## src/rtl/uart_pkg.sv

```systemverilog
// Shared UART definitions: receiver/transmitter state encoding and baud timing helpers.
// Imported by uart_rx and intended for reuse by a matching transmitter.
package uart_pkg;

   typedef enum logic [2:0] {
      ST_IDLE   = 3'd0,
      ST_START  = 3'd1,
      ST_DATA   = 3'd2,
      ST_PARITY = 3'd3,
      ST_STOP   = 3'd4
   } uart_state_e;

   function automatic int unsigned bit_ticks(input int unsigned clk_rate,
                                             input int unsigned baud_rate);
      return clk_rate / baud_rate;
   endfunction

   function automatic int unsigned half_ticks(input int unsigned clk_rate,
                                              input int unsigned baud_rate);
      return bit_ticks(clk_rate, baud_rate) / 32'd2;
   endfunction

endpackage

```

## src/rtl/uart_sync.sv

```systemverilog
// Two-flop synchronizer for a single asynchronous line.
// Both stages preset to 1 so an idle-high line never looks like a falling edge out of reset.
module uart_sync (
   input  logic clock,
   input  logic rst,
   input  logic d,
   output logic q
);

   logic meta_q;
   logic meta_d;
   logic sync_q;
   logic sync_d;

   // Next-state of the two synchronizer stages.
   always_comb begin
      meta_d = d;
      sync_d = meta_q;
   end

   // Synchronizer stage registers.
   always_ff @(posedge clock or negedge rst) begin
      if (!rst) begin
         meta_q <= 1'b1;
         sync_q <= 1'b1;
      end else begin
         meta_q <= meta_d;
         sync_q <= sync_d;
      end
   end

   assign q = sync_q;

endmodule

```

## src/rtl/uart_rx.sv

```systemverilog
// UART receiver: start, WORD_WIDTH data bits LSB first, one parity bit, one stop bit.
// Samples mid-bit from a start edge; word and error flags are loaded together with a one-cycle valid pulse.
module uart_rx
   import uart_pkg::*;
#(
   parameter int unsigned BAUD_RATE   = 115200,
   parameter int unsigned CLK_RATE    = 100000000,
   parameter int unsigned WORD_WIDTH  = 8,
   parameter int unsigned EVEN_PARITY = 0
) (
   input  logic                  clock,
   input  logic                  rst,
   input  logic                  rx_data_in,
   output logic [WORD_WIDTH-1:0] rx_data_out,
   output logic                  rx_data_valid,
   output logic                  rx_parity_err,
   output logic                  rx_frame_err,
   output logic                  rx_busy
);

   localparam int unsigned BIT_TICKS  = bit_ticks(CLK_RATE, BAUD_RATE);
   localparam int unsigned HALF_TICKS = half_ticks(CLK_RATE, BAUD_RATE);
   localparam int          CNT_W      = (BIT_TICKS > 32'd1) ? $clog2(BIT_TICKS) : 1;
   localparam int          BITC_W     = $clog2(WORD_WIDTH + 32'd1);

   localparam logic [CNT_W-1:0]      CNT_ZERO  = {CNT_W{1'b0}};
   localparam logic [CNT_W-1:0]      CNT_ONE   = CNT_W'(1'b1);
   localparam logic [CNT_W-1:0]      BIT_LAST  = CNT_W'(BIT_TICKS - 32'd1);
   localparam logic [CNT_W-1:0]      HALF_LAST = CNT_W'(HALF_TICKS - 32'd1);
   localparam logic [BITC_W-1:0]     BITC_ZERO = {BITC_W{1'b0}};
   localparam logic [BITC_W-1:0]     BITC_ONE  = BITC_W'(1'b1);
   localparam logic [BITC_W-1:0]     WORD_LAST = BITC_W'(WORD_WIDTH - 32'd1);
   localparam logic [WORD_WIDTH-1:0] WORD_ZERO = {WORD_WIDTH{1'b0}};

   function automatic logic expected_parity(input logic [WORD_WIDTH-1:0] data);
      logic p;
      p = ^data;
      if (EVEN_PARITY != 32'd0) begin
         return p;
      end else begin
         return ~p;
      end
   endfunction

   logic line_s;
   logic fall_s;

   uart_state_e             state_q,    state_d;
   logic [CNT_W-1:0]        cnt_q,      cnt_d;
   logic [BITC_W-1:0]       bit_cnt_q,  bit_cnt_d;
   logic [WORD_WIDTH-1:0]   shift_q,    shift_d;
   logic                    par_flag_q, par_flag_d;
   logic                    prev_q,     prev_d;
   logic [WORD_WIDTH-1:0]   data_out_q, data_out_d;
   logic                    valid_q,    valid_d;
   logic                    par_err_q,  par_err_d;
   logic                    frm_err_q,  frm_err_d;
   logic                    busy_q,     busy_d;

   uart_sync u_sync (
      .clock (clock),
      .rst   (rst),
      .d     (rx_data_in),
      .q     (line_s)
   );

   // Only a true 1->0 transition starts a frame; a line that stays low never retriggers.
   assign fall_s = prev_q & ~line_s;

   // Next-state, counters, shift register and output loads.
   always_comb begin
      state_d    = state_q;
      cnt_d      = cnt_q;
      bit_cnt_d  = bit_cnt_q;
      shift_d    = shift_q;
      par_flag_d = par_flag_q;
      prev_d     = line_s;
      data_out_d = data_out_q;
      valid_d    = 1'b0;
      par_err_d  = par_err_q;
      frm_err_d  = frm_err_q;

      case (state_q)
         ST_IDLE: begin
            cnt_d = CNT_ZERO;
            if (fall_s) begin
               state_d = ST_START;
            end else begin
               state_d = ST_IDLE;
            end
         end
         ST_START: begin
            if (cnt_q == HALF_LAST) begin
               cnt_d     = CNT_ZERO;
               bit_cnt_d = BITC_ZERO;
               if (!line_s) begin
                  state_d = ST_DATA;
               end else begin
                  state_d = ST_IDLE;
               end
            end else begin
               cnt_d = cnt_q + CNT_ONE;
            end
         end
         ST_DATA: begin
            if (cnt_q == BIT_LAST) begin
               cnt_d               = CNT_ZERO;
               shift_d             = shift_q >> 1;
               shift_d[WORD_WIDTH-1] = line_s;
               if (bit_cnt_q == WORD_LAST) begin
                  bit_cnt_d = BITC_ZERO;
                  state_d   = ST_PARITY;
               end else begin
                  bit_cnt_d = bit_cnt_q + BITC_ONE;
               end
            end else begin
               cnt_d = cnt_q + CNT_ONE;
            end
         end
         ST_PARITY: begin
            if (cnt_q == BIT_LAST) begin
               cnt_d      = CNT_ZERO;
               par_flag_d = (line_s != expected_parity(shift_q));
               state_d    = ST_STOP;
            end else begin
               cnt_d = cnt_q + CNT_ONE;
            end
         end
         ST_STOP: begin
            if (cnt_q == BIT_LAST) begin
               cnt_d      = CNT_ZERO;
               data_out_d = shift_q;
               par_err_d  = par_flag_q;
               frm_err_d  = ~line_s;
               valid_d    = 1'b1;
               state_d    = ST_IDLE;
            end else begin
               cnt_d = cnt_q + CNT_ONE;
            end
         end
         default: begin
            state_d = ST_IDLE;
            cnt_d   = CNT_ZERO;
         end
      endcase

      busy_d = (state_d != ST_IDLE);
   end

   // State and datapath registers.
   always_ff @(posedge clock or negedge rst) begin
      if (!rst) begin
         state_q    <= ST_IDLE;
         cnt_q      <= CNT_ZERO;
         bit_cnt_q  <= BITC_ZERO;
         shift_q    <= WORD_ZERO;
         par_flag_q <= 1'b0;
         prev_q     <= 1'b1;
         data_out_q <= WORD_ZERO;
         valid_q    <= 1'b0;
         par_err_q  <= 1'b0;
         frm_err_q  <= 1'b0;
         busy_q     <= 1'b0;
      end else begin
         state_q    <= state_d;
         cnt_q      <= cnt_d;
         bit_cnt_q  <= bit_cnt_d;
         shift_q    <= shift_d;
         par_flag_q <= par_flag_d;
         prev_q     <= prev_d;
         data_out_q <= data_out_d;
         valid_q    <= valid_d;
         par_err_q  <= par_err_d;
         frm_err_q  <= frm_err_d;
         busy_q     <= busy_d;
      end
   end

   assign rx_data_out   = data_out_q;
   assign rx_data_valid = valid_q;
   assign rx_parity_err = par_err_q;
   assign rx_frame_err  = frm_err_q;
   assign rx_busy       = busy_q;

endmodule
```

## config.mk

```make
export PLATFORM = sky130hd
export DESIGN_NAME = uart_rx
export DESIGN_NICKNAME = d
export VERILOG_FILES = /design/src/rtl/uart_pkg.sv /design/src/rtl/uart_sync.sv /design/src/rtl/uart_rx.sv
export SDC_FILE = /design/constraint.sdc
export NUM_CORES = 1
export LEC_CHECK = 0
export CAP_MARGIN = 20
export CORE_AREA = 2 2 66 68
export DETAILED_ROUTE_END_ITERATION = 16
export DIE_AREA = 0 0 68 70
export PLACE_DENSITY = 0.68
export SKIP_CTS_REPAIR_TIMING = 1
export SLEW_MARGIN = 20
export SYNTH_ARGS = -nofsm -noshare
export SYNTH_HDL_FRONTEND = slang
export SYNTH_SLANG_ARGS = --single-unit
```

## constraint.sdc

```tcl
create_clock -name clock -period 5.5 [get_ports clock]
set_input_delay 0.825 -clock clock [delete_from_list [all_inputs] [get_ports clock]]
set_output_delay 0.825 -clock clock [all_outputs]
set_load 0.02 [all_outputs]
```

# ---- Word-level counts from Yosys, hierarchy flattened
# Index checks and enable logic that the tools add are counted.
dict set report classes {
  add_sub_neg 2
  eq_ne 10
  n_mux 19
  n_bitwise 3
  reduce_logical 9
}
# cell n
set op_table {}
lappend op_table {{10-bit two-way mux} 2}
lappend op_table {{10-bit case mux with 2 select lines} 1}
lappend op_table {{3-bit two-way mux} 5}
lappend op_table {{3-bit case mux with 5 select lines} 1}
lappend op_table {{4-bit two-way mux} 3}
lappend op_table {{10-bit by 1-bit adder with 10-bit output, second input constant} 1}
lappend op_table {{10-bit == test, second input constant} 1}
lappend op_table {{10-bit by 9-bit == test with 1-bit output, second input constant} 1}
lappend op_table {{4-bit case mux with 2 select lines} 1}
lappend op_table {{8-bit parity} 1}
lappend op_table {{3-bit by 2-bit == test with 1-bit output, second input constant} 2}
lappend op_table {{2-bit AND reduction} 3}
lappend op_table {{1-bit two-way mux} 5}
lappend op_table {{4-bit by 1-bit adder with 4-bit output, second input constant} 1}
lappend op_table {{4-bit by 3-bit == test with 1-bit output, second input constant} 1}
lappend op_table {{2-bit != test, second input constant} 2}
lappend op_table {{3-bit by 1-bit == test with 1-bit output, second input constant} 1}
lappend op_table {{3-bit == test, second input constant} 1}
lappend op_table {{3-bit zero test} 1}
lappend op_table {{3-bit AND reduction} 1}
lappend op_table {{3-bit nonzero test} 1}
lappend op_table {{3-bit OR reduction} 1}
lappend op_table {{2-bit two-way mux} 1}
lappend op_table {{1-bit inverter} 2}
lappend op_table {{other kinds (3)} 3}
dict set report word_totals {
  ff_bits 41
  in_bits 3
  output_inout_bits 12
}

# ---- Longest topological paths before layout
# Gate-level depths: netlist (run 1).
dict set report depth {
  ltp_word 5
  depth_mapped 7
  mapped_depth_nobuf 7
}

# ---- By module
# From an unflattened synthesis (run 1), not the netlist that was laid out.
dict set report unflattened {
  hier_cells 167
  area_unflattened_um2 1948.1
}
# module instances cells_each area_per_inst_um2
set by_module_without_submodules {}
lappend by_module_without_submodules {uart_rx 1 165 1895.6}
lappend by_module_without_submodules {uart_sync 1 2 52.6}

# ---- Least setup slack after synthesis (run 1)
# OpenSTA, ideal clock, no wires.
dict set report synth_path {
  path_type {reg-to-reg}
  from {reg cnt_q[2]}
  to {reg data_out_q[0], in the netlist rx_data_out[0]}
  setup_ps 125
  arrival_time_ps 1880
  required_time_ps 5375
  setup_slack_ps 3495
  stages_incl_launch_ff 7
  n_path_buf 2
  period_less_slack_ps 2005
  path_cell_list {dfrtp_1 or3b_1 buf_2 nor3_4 and3_4 buf_12 mux2_4}
}
dict set report synth_via {
  elab_chain_len 2
}
# item line
set synth_rtl {}
lappend synth_rtl {{from (decl)} uart_rx.sv:49} ;# logic [CNT_W-1:0] cnt_q, cnt_d;
lappend synth_rtl {{from (signal assigned)} uart_rx.sv:166} ;# cnt_q <= cnt_d;
lappend synth_rtl {{10-bit == test} uart_rx.sv:130} ;# if (cnt_q == BIT_LAST) begin
lappend synth_rtl {{2-bit AND reduction (no source line)} n/a}
lappend synth_rtl {{to (signal assigned)} uart_rx.sv:171} ;# data_out_q <= data_out_d;
lappend synth_rtl {{to (decl)} uart_rx.sv:54} ;# logic [WORD_WIDTH-1:0] data_out_q, data_out_d;
# No other way between the ends.
# A chain may end at the register's enable or synchronous reset.

# ---- Final worst setup path (run 1)
dict set report layout_path {
  from {reg cnt_q[2]}
  to {reg shift_q[0]}
}
dict set report layout_via {
  elab_chain_len 2
}
# item line
set layout_rtl {}
lappend layout_rtl {{10-bit == test} uart_rx.sv:106} ;# if (cnt_q == BIT_LAST) begin
lappend layout_rtl {{2-bit AND reduction (no source line)} n/a}
lappend layout_rtl {{to (signal assigned)} uart_rx.sv:168} ;# shift_q <= shift_d;
lappend layout_rtl {{to (decl)} uart_rx.sv:51} ;# logic [WORD_WIDTH-1:0] shift_q, shift_d;
# No other way between the ends.

==> results.md, run 1 <==
- Main synth FF type: dfrtp_1
- Hold crit path type: register to register
- H-tree Lvls: 2
- Mean number of vias per cell: 5.25
- GRT Resource Usage Total: 16.3%
- Max_slew headroom: 42.0%
- Clock sink total: 41
- Vias in the first global route: 1233
- Root Buffer: clkbuf_8
- Slowest CP cell: or3b_1
- CP Launch Type: register
- Total power: 0.000633 W
- CP max FO: 10
- Yosys warns: 0
- Leak Pwr: roughly 0.97 nW
- Iteration-0 DRC count of the detailed router: 67
- Via Count: roughly 1200
- Layout area overhead: 12.7%
- Synth Instances: 167
- Sequence of cells on the critical path: or3b_1, nor3_4, and2_1, mux2_1
- Post-synthesis simple-gate area fraction: between 10% and 20%
- Nets: 188
- CP endpoint kind: register
- Most frequent cells in the layout: dfrtp_1 (38), nor2_1 (17), clkdlybuf4s50_1 (13)
- XOR/XNOR share of the synthesized area: approximately 7%
- Worst-Margin Slew: 0.870 ns
- Fill cells: 377
- Fmax: 445 MHz
- DRT Wirelength: about 3300 um
- Largest family of logic cells by synthesized area: simple AND/OR/NAND/NOR gates
- Post-detail-place hpwl: 2350 um
- Maximum vdd drop: around 200 uV
- DIE AREA: 4760 um2
- Initial cell density of the core: 47.0%
- Complex-gate fraction of the synthesized area: under 10%
- Remaining DRCs: 0
- Routed Antenna Nets: 0
- Synthesized flop and latch total: ~40
- RSZ-0062 raised after global routing: no
- Num CTS Buffers: 5
- Sequential-to-total area share from yosys stat: 52.9%
- Post-synth EDFFs: 0
- DR pass1 iterations: 4
- Setup_tns: 0 ns
- Global route overflow: 0
- DIE HEIGHT: 70 um
- Async S/R FF share, synth: 100%
- Final GP Congestion: roughly 0.74
- Worst Skew: 0.00849 ns
- I/O pin count: 15
- Die X-Extent: 68 um
- Reg clk slew, reported paths: 0.08 ns
- Largest net degree at the start of global routing: 42
- Post-synthesis mux area share: 11.9%
- Count of cell types in the netlist: 40
- Status: finished clean
- Power Density: 288 nW/um2
- Initial antenna violation count: 0
- Most common cell after layout, fill and taps aside: dfrtp_1
- Post-Synth Adder-Cell Area: 1.93%
- Count of pins over their slew limit: 0
- Syn Std Cell Area: around 1900 um2
- Syn_area_per_cell: 11.7 um2
- Port bufs: 14
- Biggest cell delay along the critical path: around 0.5 ns
- Syn nets: about 170
- WS Path Type: register to register
- Routed WL per cell: 14.0 um
- Row count: 24
- TritonCTS clock tree: built
- Worst-skew pair later-pin latency: 0.30 ns
- Worst EP required: approximately 5.7 ns
- Clock Path Buffers: 2
- Core area: 4140 um2
- Finish-stage setup viols: 0
- CP arrival: 2.43 ns
- Final hold violation count: 0
- Antenna cells: 0
- Final min period: 2.25 ns
- First-pass GRT wire length: 5800 um
- Total of max-cap violations: 0
- Share of cells above drive strength 1: approximately 14%
- Final period utilization: 40.9%
flip-flops by register name, indices dropped and copies added, names as in the netlist, 3 cells and up:
signal and flops:
rx_data_out 8, state_q 3, cnt_q 10, bit_cnt_q 4, shift_q 8
through the flow:
step | hold slack [ns] | cells | utilization (%) | worst slack (ns) | instance area, um2
finish | 0.360 | 235 | 53.0 | 3.25 | 2190
global route | 0.363 | 235 | 53.0 | 3.11 | 2190
CTS | 0.360 | 235 | 53.0 | 3.24 | 2190
detailed placement | 0.349 | 227 | 50.8 | 3.24 | 2100
global placement | 0.348 | 227 | 50.8 | 3.39 | 2100
floorplan | 0.345 | 167 | - | 3.49 | 1950
worst paths after layout:
kind,from,to,slack [ns],cells past startpoint
max reg2reg,cnt_q[2],shift_q[0],3.25,4
min reg2reg,u_sync.meta_q,u_sync.q,0.36,0
max,cnt_q[2],shift_q[0],3.25,4
max in group asynchronous,rst,cnt_q[2],4.32,1
min,u_sync.meta_q,u_sync.q,0.36,0
min in group asynchronous,rst,rx_data_out[0],0.63,1
report_power, final:
| part | switching [W] | total [W] | internal [W] |
|---|---|---|---|
| clock network | 0.000107 | 0.000197 | 0.0000899 |
| logic | 0.0000375 | 0.0000699 | 0.0000324 |
| registers | 0.0000361 | 0.000365 | 0.000329 |
cells by family (layout without fill, tap and decap cells):
group | after synthesis | after routing
AO/OA/AOI/OAI | 20 | 20
XOR/XNOR | 16 | 16
adder cells (fa/ha/maj) | 3 | 3
buffers and inverters | 9 | 25
flip-flops | 41 | 41
multiplexers | 18 | 18
AND/OR/NAND/NOR | 60 | 60
per-layer routing:
layer / GRT usage [%] / up-vias / wire length (um)
li1: - / 607 / -
met1: 21.7 / 603 / 1530
met2: 24.4 / 16 / 1590
met3: 5.31 / 8 / 99
met4: 6.67 / 0 / 67
met5: 0 / - / 0
worst max-delay path: cells and delay by family (launching register included):
kind / cells / cell delay (ns)
flip-flops: 1 / 0.43
AND/OR/NAND/NOR: 3 / 1.33
multiplexers: 1 / 0.38
final cells by class:
cell class | instances | area [um2] | area share (%)
multi-input combinational | 117 | 863 | 39.3
inverter | 3 | 11.3 | 0.513
sequential | 41 | 1030 | 46.9
clock buffer | 5 | 68.8 | 3.14
timing repair buffer | 14 | 135 | 6.16
clock inverter | 3 | 21.3 | 0.969
tap | 52 | 65.1 | 2.96
Yosys cell counts, drive strengths merged (2+ instances only):
master	count	area, um2
a21oi	4	20.0
and4	2	17.5
buf	3	32.5
clkbuf	3	11.3
dfrtp	38	951
dfstp	3	78.8
ha	3	37.5
inv	3	11.3
mux2	17	221
nand2	10	37.5
nand3	6	30.0
nand4	3	18.8
nor2	17	63.8
nor2b	3	18.8
nor3	8	56.3
nor3b	3	22.5
o21ai	11	58.8
or2	2	12.5
or3	2	12.5
xnor2	10	87.6
xor2	6	52.6
(Power assumes the default switching activity.)
==> run 2, diff against run 1 <==
Clock period 5.5 ns to 2.1 ns, I/O delays scaled along.
==> run 2 against run 1 <==
Fmax increased by 13%. Die area unchanged. Global-route usage rose by 1.4 points. Combinational power grew to 2.8 times the previous value. Register-to-register slack worse by 3.1 ns. Flip-flop and latch count did not move. Clock skew shrank 0.0024 ns. Sequential power rose to 2.6 times the previous value. First-iteration DRC count rose by 3.0%. Clock power rose to 3.2 times the previous value. Count of clock-buffer cells in the layout is 1 higher. Cell area is 3.8% higher. Critical endpoint is now bit_cnt_q[3].
==> results.md, run 2 (synthesis results as in run 1) <==
- Status: finished clean
- Port bufs: 14
- Most common cell after layout, fill and taps aside: dfrtp_1
- Global route overflow: 0
- Setup_tns: 0 ns
- Die X-Extent: a little under 70 um
- Hold crit path type: input pin to async pin
- Dpl cells: around 230
- FF-to-FF path depth: 5
- Count of pins over their slew limit: 0
- Biggest register: cnt_q
- Maximum vdd drop: 702 uV
- Finish-stage setup viols: 0
- CP max FO: 6
- DIE HEIGHT: 70 um
- Initial cell density of the core: 47.0%
- Initial antenna violation count: 0
- Worst Skew: 0.00612 ns
- GRT Resource Usage Total: 17.7%
- Area post-placement: 2160 um2
- Share of cells above drive strength 1: 17.8%
- Post-detail-place hpwl: 2540 um
- Power Density: 778 nW/um2
- Final period utilization: between 90 and 100%
- Clock Path Buffers: 2
- Final core utilization: 55.0%
- First-pass GRT wire length: 6310 um
- Fmax: 502 MHz
- Clock sink total: 41
- Nets: 196
- Max_slew headroom: 59.8%
- Via Count: 1306
- DRT Wirelength: approximately 3500 um
- Reg clk slew, reported paths: 0.08 ns
- DR pass1 iterations: 4
- H-tree Lvls: 2
- Final GP Congestion: 0.860
- Root Buffer: clkbuf_8
- WS Path Type: register to register
- Worst EP required: ~2.3 ns
- Largest net degree at the start of global routing: 29
- Design area: roughly 2300 um2
- Cell Count, Final, Fillers Out: 243
- Most frequent cells in the layout: dfrtp_1 (38), nor2_1 (17), clkdlybuf4s50_1 (13)
- CP endpoint kind: register
- Vias in the first global route: 1346
- TritonCTS clock tree: built
- Final min period: 1.99 ns
- CP arrival: about 2.2 ns
- Largest register FFs: 10
- Leak Pwr: slightly above 1 nW
- I/O pin count: 15
- Layout area overhead: 16.9%
- Total power: 0.00177 W
- Total of max-cap violations: 0
- Mean number of vias per cell: approximately 5.4
- CP Launch Type: register
- Worst-skew pair later-pin latency: 0.29 ns
- Core area: just over 4000 um2
- Remaining DRCs: 0
- Routed WL per cell: 14.4 um
- RSZ-0062 raised after global routing: no
- Worst-Margin Slew: 0.603 ns
- Num CTS Buffers: 5
- DIE AREA: 4760 um2
- Iteration-0 DRC count of the detailed router: slightly below 70
- Final hold violation count: 0
- Row count: 24
- Routed Antenna Nets: 0
- Fill cells: 348
- Antenna cells: 0
[run 2: critical path, stage by stage, from the launching register on]
cell,delay (ns)
dfrtp_1,0.43
or3b_1,0.50
or2_0,0.26
o21bai_4,0.20
or2_1,0.26
o31ai_1,0.25
[run 2: metal layers]
metal / vias to the layer above / wire length (um) / global-route usage [%]
li1: 620 / - / -
met3: 6 / 152 / 5.80
met2: 30 / 1760 / 28.9
met5: - / 0 / 0
met4: 0 / 54 / 5.33
met1: 650 / 1530 / 22.0
[run 2: worst paths after layout]
| kind | start | to | slack (ns) |
|---|---|---|---|
| setup / recovery | cnt_q[2] | bit_cnt_q[3] | 0.11 |
| hold / removal | rst | rx_data_out[0] | 0.02 |
| setup reg to reg | cnt_q[2] | bit_cnt_q[3] | 0.11 |
| hold reg to reg | u_sync.meta_q | u_sync.q | 0.36 |
| max in group asynchronous | rst | u_sync.meta_q | 1.46 |
| min in group clock | u_sync.meta_q | u_sync.q | 0.36 |
[run 2: through the flow]
step	setup slack, ns	hold WS [ns]
2_1_floorplan	0.0949	0.0194
3_3_place_gp	0.156	0.344
3_5_place_dp	0.0523	0.350
4_1_cts	0.0532	0.0321
5_1_grt	0.0483	0.0454
6_report	0.106	0.0188
[run 2: layout make-up]
class                      count  area [um2]  area share, %
multi-input combinational    117         865           38.0
inverter                       3        11.3          0.495
sequential                    41        1030           45.2
clock buffer                   6        72.6           3.19
tap                           52        65.1           2.86
timing repair buffer          22         195           8.57
clock inverter                 2        38.8           1.70
[run 2: power by group]
group	leakage, nW	total, W	switching [W]	internal [W]
combinational	0.430	0.000196	0.000103	0.0000931
sequential	0.538	0.000954	0.0000908	0.000863
clock	0.0554	0.000622	0.000265	0.000357
==> patch 1: new RTL, settings of run 2 <==
Make the reset (`rst`) synchronous in 2 clocked blocks. Comments in the files are not updated.
--- a/src/rtl/uart_sync.sv
+++ b/src/rtl/uart_sync.sv
@@ -21,3 +21,3 @@
    // Synchronizer stage registers.
-   always_ff @(posedge clock or negedge rst) begin
+   always_ff @(posedge clock) begin
       if (!rst) begin
--- a/src/rtl/uart_rx.sv
+++ b/src/rtl/uart_rx.sv
@@ -150,3 +150,3 @@
    // State and datapath registers.
-   always_ff @(posedge clock or negedge rst) begin
+   always_ff @(posedge clock) begin
       if (!rst) begin
Behaviour: differs if rst is asserted again (counterexample within 4 cycles, from zero or initial values and one cycle with rst low); with rst held inactive, the same outputs for 10 cycles.
==> patch 1 against run 2 <==
Fmax grew 7.0%. Global-route usage shrank 0.75 points. Synthesized area shrank 3.9%. Worst setup slack gained 0.13 ns. Count of clock-buffer cells in the layout shrank 1. Sequential cell count is the same. Critical path depth grew 2. Sequential share of layout area shrank 8.1 points. Clock skew grew 0.0014 ns. Cell area shrank 2.9%. Wire length shrank 0.37%. Critical endpoint is now rx_data_out[2]. Largest cell class is now multi-input combinational cells.
Power is not compared: it rests on default switching activity, and its combinational part moved more than twofold at a synthesized area within 25%.
==> patch 1: results (changes against run 2) <==
Placer Congestion 0.834 (was 0.860); initial antenna violation count 0 (unchanged); # diodes 0 (unchanged); hold path cells 1; IO Port Bufs 14 (unchanged); Vias/cell 5.24 (was 5.37); status complete, no violations (unchanged); synth cell count leaders dfxtp_1, nand2_1, nor2_1 (was dfrtp_1, nor2_1, nand2_1, xnor2_1, o21ai_0); Top delay family on crit path simple AND/OR/NAND/NOR gates (unchanged); Sw Pwr 281 µW; first-pass GRT wire length 6020 µm (was 6310 µm); non-filler cells, final 274 (was 243); Critical Path AT 2.05 ns (was 2.19 ns); Hold Fails Final Rpt 0 (unchanged); CP max FO 11 (was 6); drt first pass iters 4 (unchanged); Root Buffer clkbuf_8 (unchanged); largest net degree at the start of global routing 29 (unchanged); final wirelength 3480 µm (was 3500 µm); vias in the first global route 1,359 (was 1,346); main area contributors after synthesis dfxtp_1, nand2_1, mux2i_1, xnor2_1, nor2b_1 (was dfrtp_1, mux2_4, mux2_1, xnor2_1, dfstp_2); critical path's slowest cell dfxtp_1 (was or3b_1); max reg flops 10 (unchanged); most flop-heavy register cnt_q (unchanged); Unique masters post-synth 50 (was 40); Post-Syn Area per Cell 9.46 µm² (was 11.7 µm²); worst IR drop on VDD 442 µV; HPWL Detailed 2520 µm (was 2540 µm); share of flip-flops with an asynchronous set or reset 0% (was 100%); reg2reg path depth 7 (was 5); GRT Util Overall 17.0% (was 17.7%); Placed Instances 264 (was 234); synth warn 0 (unchanged); clk_skew 0.00749 ns (was 0.00612 ns); Starting DRT DRC Count 53 (was 69); pre-CTS setup slack 0.210 ns (was 0.0523 ns); share of cells above drive strength 1 10.8% (was 17.8%); Clock Latency Late Sink 0.29 ns (about the same); biggest cell delay along the critical path 0.40 ns (was 0.50 ns); H-tree levels 2 (unchanged); Syn Nets 204 (was 173); Leakage 0.766 nW; register area share after synthesis 43.8% (was 52.9%); Final Net Count 228 (was 196); Hold WC Path Type reg2reg (was in2async); Clock transition at path regs 0.07 ns; Worst Tran Pin Value 0.413 ns (was 0.603 ns); Clock Tree Buf Depth 2 (unchanged); max_cap viols 0 (unchanged); Num CTS Buffers 5 (unchanged)
==> patch 1: changes by cell type after synthesis, moves of 4 or more <==
cell,change
dfrtp_1,-38
a21boi_0,+7
mux2_1,-8
a21boi_1,+4
mux2i_1,+8
nand3b_1,+4
nor2b_1,+7
nand2b_1,+6
dfxtp_1,+41
mux2_4,-8
o21ai_0,-7
nand2_1,+17
==> patch 1: cell families after synthesis <==
group | count (synthesis) | share of synthesized area, %
AO/OA/AOI/OAI | 27 | 10.9
buffers and inverters | 9 | 2.87
flip-flops | 41 | 43.8
adder cells (fa/ha/maj) | 3 | 2.00
multiplexers | 9 | 4.81
AND/OR/NAND/NOR | 94 | 27.9
XOR/XNOR | 15 | 7.75
==> patch 1: layer usage <==
layer | vias up | GRT usage (%) | share of wire [%]
met2 | 18 | 25.5 | 49
met4 | 0 | 7.56 | 0.98
met1 | 679 | 21.2 | 48
met3 | 4 | 6.60 | 2.8
met5 | - | 0 | 0
li1 | 734 | - | -
==> patch 1: area by class of cell <==
class	count	area (µm²)
Multi-Input combinational cell	148	998
Clock buffer	5	68.8
Timing Repair Buffer	24	215
Fill cell	396	1930
Clock inverter	2	35.0
Sequential cell	41	821
Tap cell	52	65.1
Inverter	2	7.51
==> patch 1: final timing paths <==
path	from	endpoint	slack, ns
setup / recovery	cnt_q[0]	rx_data_out[2]	0.24
setup reg to reg	cnt_q[0]	rx_data_out[2]	0.24
hold / removal	u_sync.meta_q	u_sync.q	0.41
hold reg to reg	u_sync.meta_q	u_sync.q	0.41
==> patch 1: through the flow <==
step                      instance area (µm²)  hold slack (ns)  util (%)
after floorplan                          1870            0.386         -
after global placement                   2080            0.400      50.3
after detailed placement                 2080            0.397      50.3
after CTS                                2190            0.416      52.8
after global routing                     2210            0.434      53.4
final                                    2210            0.411      53.4
==> patch 1: power groups by stage <==
stage	registers [mW]	clock network, mW	logic [mW]
after floorplan	0.804	0	0.0285
after global placement	0.805	0	0.0412
after detailed placement	0.805	0	0.0410
after CTS	0.787	0.623	0.0414
after global routing	0.787	0.664	0.0478
final	0.787	0.601	0.0433
==> patch 2: new RTL, config.mk and constraints of run 2 <==
Made on the original files. `CLK_RATE`: 100000000 -> 50000000.
--- a/src/rtl/uart_rx.sv
+++ b/src/rtl/uart_rx.sv
@@ -6,3 +6,3 @@
    parameter int unsigned BAUD_RATE   = 115200,
-   parameter int unsigned CLK_RATE    = 100000000,
+   parameter int unsigned CLK_RATE    = 50000000,
    parameter int unsigned WORD_WIDTH  = 8,
Behaviour: same outputs for any inputs over 10 cycles, from zero or initial values and one cycle with rst low; that may be too few to reach the edited logic, so the function may still have changed.
==> patch 2 against run 2 <==
Sequential cell count shrank 1. Wire length down 11%. Cell area fell by 4.8%. Count of clock-buffer cells in the layout unchanged. Worst setup slack gained 0.23 ns. Synthesized area down 2.2%. Total power decreased by 8.6%. Sequential power down 5.1%. Highest routed layer unchanged.
==> patch 2: results (changes against run 2) <==
status complete, no violations (unchanged); ys flop type dfrtp_1 (unchanged); main area contributors after synthesis dfrtp_1, mux2_4, dfstp_2, mux2_2, xnor2_1 (was dfrtp_1, mux2_4, mux2_1, xnor2_1, dfstp_2); worst setup path end bit_cnt_q[1] (was bit_cnt_q[3]); vias 1,147 (was 1,306); HPWL Detailed 2190 µm (was 2540 µm); Routed met1 length 1410 µm (was 1530 µm); FILL cells 357 (was 348); critical path's slowest cell dfrtp_1 (was or3b_1); reg2reg path depth 6 (was 5); biggest cell delay along the critical path 0.41 ns (was 0.50 ns); vias in the first global route 1,209 (was 1,346); Placer Congestion 0.953 (was 0.860); Rel. slew slack 43.2% (was 59.8%); share of cells above drive strength 1 24.1% (was 17.8%); Critical Path AT 1.94 ns (was 2.19 ns); worst IR drop on VDD 594 µV (was 702 µV); largest net degree at the start of global routing 41 (was 29); first-pass GRT wire length 5510 µm (was 6310 µm); Starting DRT DRC Count 56 (was 69); non-filler cells, final 218 (was 243); Syn Nets 154 (was 173); met2 WL 1570 µm (was 1760 µm); Placed Instances 210 (was 234); max reg flops 9 (was 10); WL met3 98 µm (was 152 µm); Worst Setup SP cnt_q[1] (was cnt_q[2]); Final Net Count 172 (was 196); Top delay family on crit path simple AND/OR/NAND/NOR gates (unchanged); # diodes 0 (unchanged); Leakage 1.06 nW (was 1.02 nW); most flop-heavy register cnt_q (unchanged); worst reg2reg startpoint cnt_q[1] (was cnt_q[2]); GRT Util Overall 15.2% (was 17.7%); flop-to-flop setup slack 0.34 ns (was 0.11 ns); register area share after synthesis 52.8% (was 52.9%); clk_skew 0.00611 ns (was 0.00612 ns); WL/cell 14.3 µm (was 14.4 µm); synth cell count leaders dfrtp_1, nor2_1, mux2_4 (was dfrtp_1, nor2_1, nand2_1, xnor2_1, o21ai_0)
patch 2: cell types whose count changed after synthesis, moves of 3 or more:
cell,run 2,this run
buf_6,0,3
nand2_1,10,7
nor3_1,6,0
nor2_1,17,13
clkbuf_1,3,0
and3_1,0,4
mux2_4,8,11
mux2_2,1,7
o21ai_0,9,3
mux2_1,8,0
patch 2: report_power, final:
group	internal (mW)	switching, mW
Sequential	0.827	0.0776
Combinational	0.0842	0.0984
Clock	0.266	0.266
patch 2: final cells by class:
class	count	area [µm²]	area share, %
Clock inverter	2	15.0	0.692
Multi-Input combinational cell	99	847	39.1
Sequential cell	40	1000	46.3
Clock buffer	6	82.6	3.81
Timing Repair Buffer	14	135	6.23
Tap cell	52	65.1	3.00
Inverter	5	18.8	0.866
patch 2: cells by family (layout without fill, tap and decap cells):
| group | count (synthesis) | count (layout) | synth area share, % |
|---|---|---|---|
| fa+ha+maj | 4 | 4 | 2.63 |
| flops | 40 | 40 | 52.8 |
| xor+xnor | 14 | 14 | 7.16 |
| mux | 18 | 18 | 12.8 |
| buf+inv | 8 | 27 | 2.76 |
| simple gates | 48 | 48 | 16.5 |
| compound gates | 15 | 15 | 5.39 |
patch 2: through the flow:
stage,setup WS [ns],area [µm²]
finish,0.336,2170
floorplan,0.498,1900
global placement,0.382,2070
global route,0.172,2170
CTS,0.346,2170
detailed placement,0.360,2070
patch 2: worst min path at each step:
| stage | startpoint | endpoint | slack, ns | cells after the start |
|---|---|---|---|---|
| after floorplan | rst | bit_cnt_q[0] | 0.02 | 0 |
| after global placement | u_sync.meta_q | u_sync.q | 0.35 | 0 |
| after detailed placement | u_sync.meta_q | u_sync.q | 0.35 | 0 |
| after CTS | rst | shift_q[0] | 0.17 | 1 |
| after global routing | rst | rx_data_out[2] | 0.19 | 1 |
| final | rst | bit_cnt_q[0] | 0.14 | 1 |
patch 2: routing by layer:
metal  GRT usage (%)  up-vias
li1                -      552
met1            19.2      574
met2            25.0       16
met3            4.83        5
met4            3.33        0
met5               0        -
patch 2: worst register-to-register path, delay by kind of cell, from the launching register on:
kind / cells / cell delay (ns)
flops: 1 / 0.41
buf+inv: 1 / 0.09
compound gates: 1 / 0.20
fa+ha+maj: 1 / 0.13
simple gates: 3 / 0.82
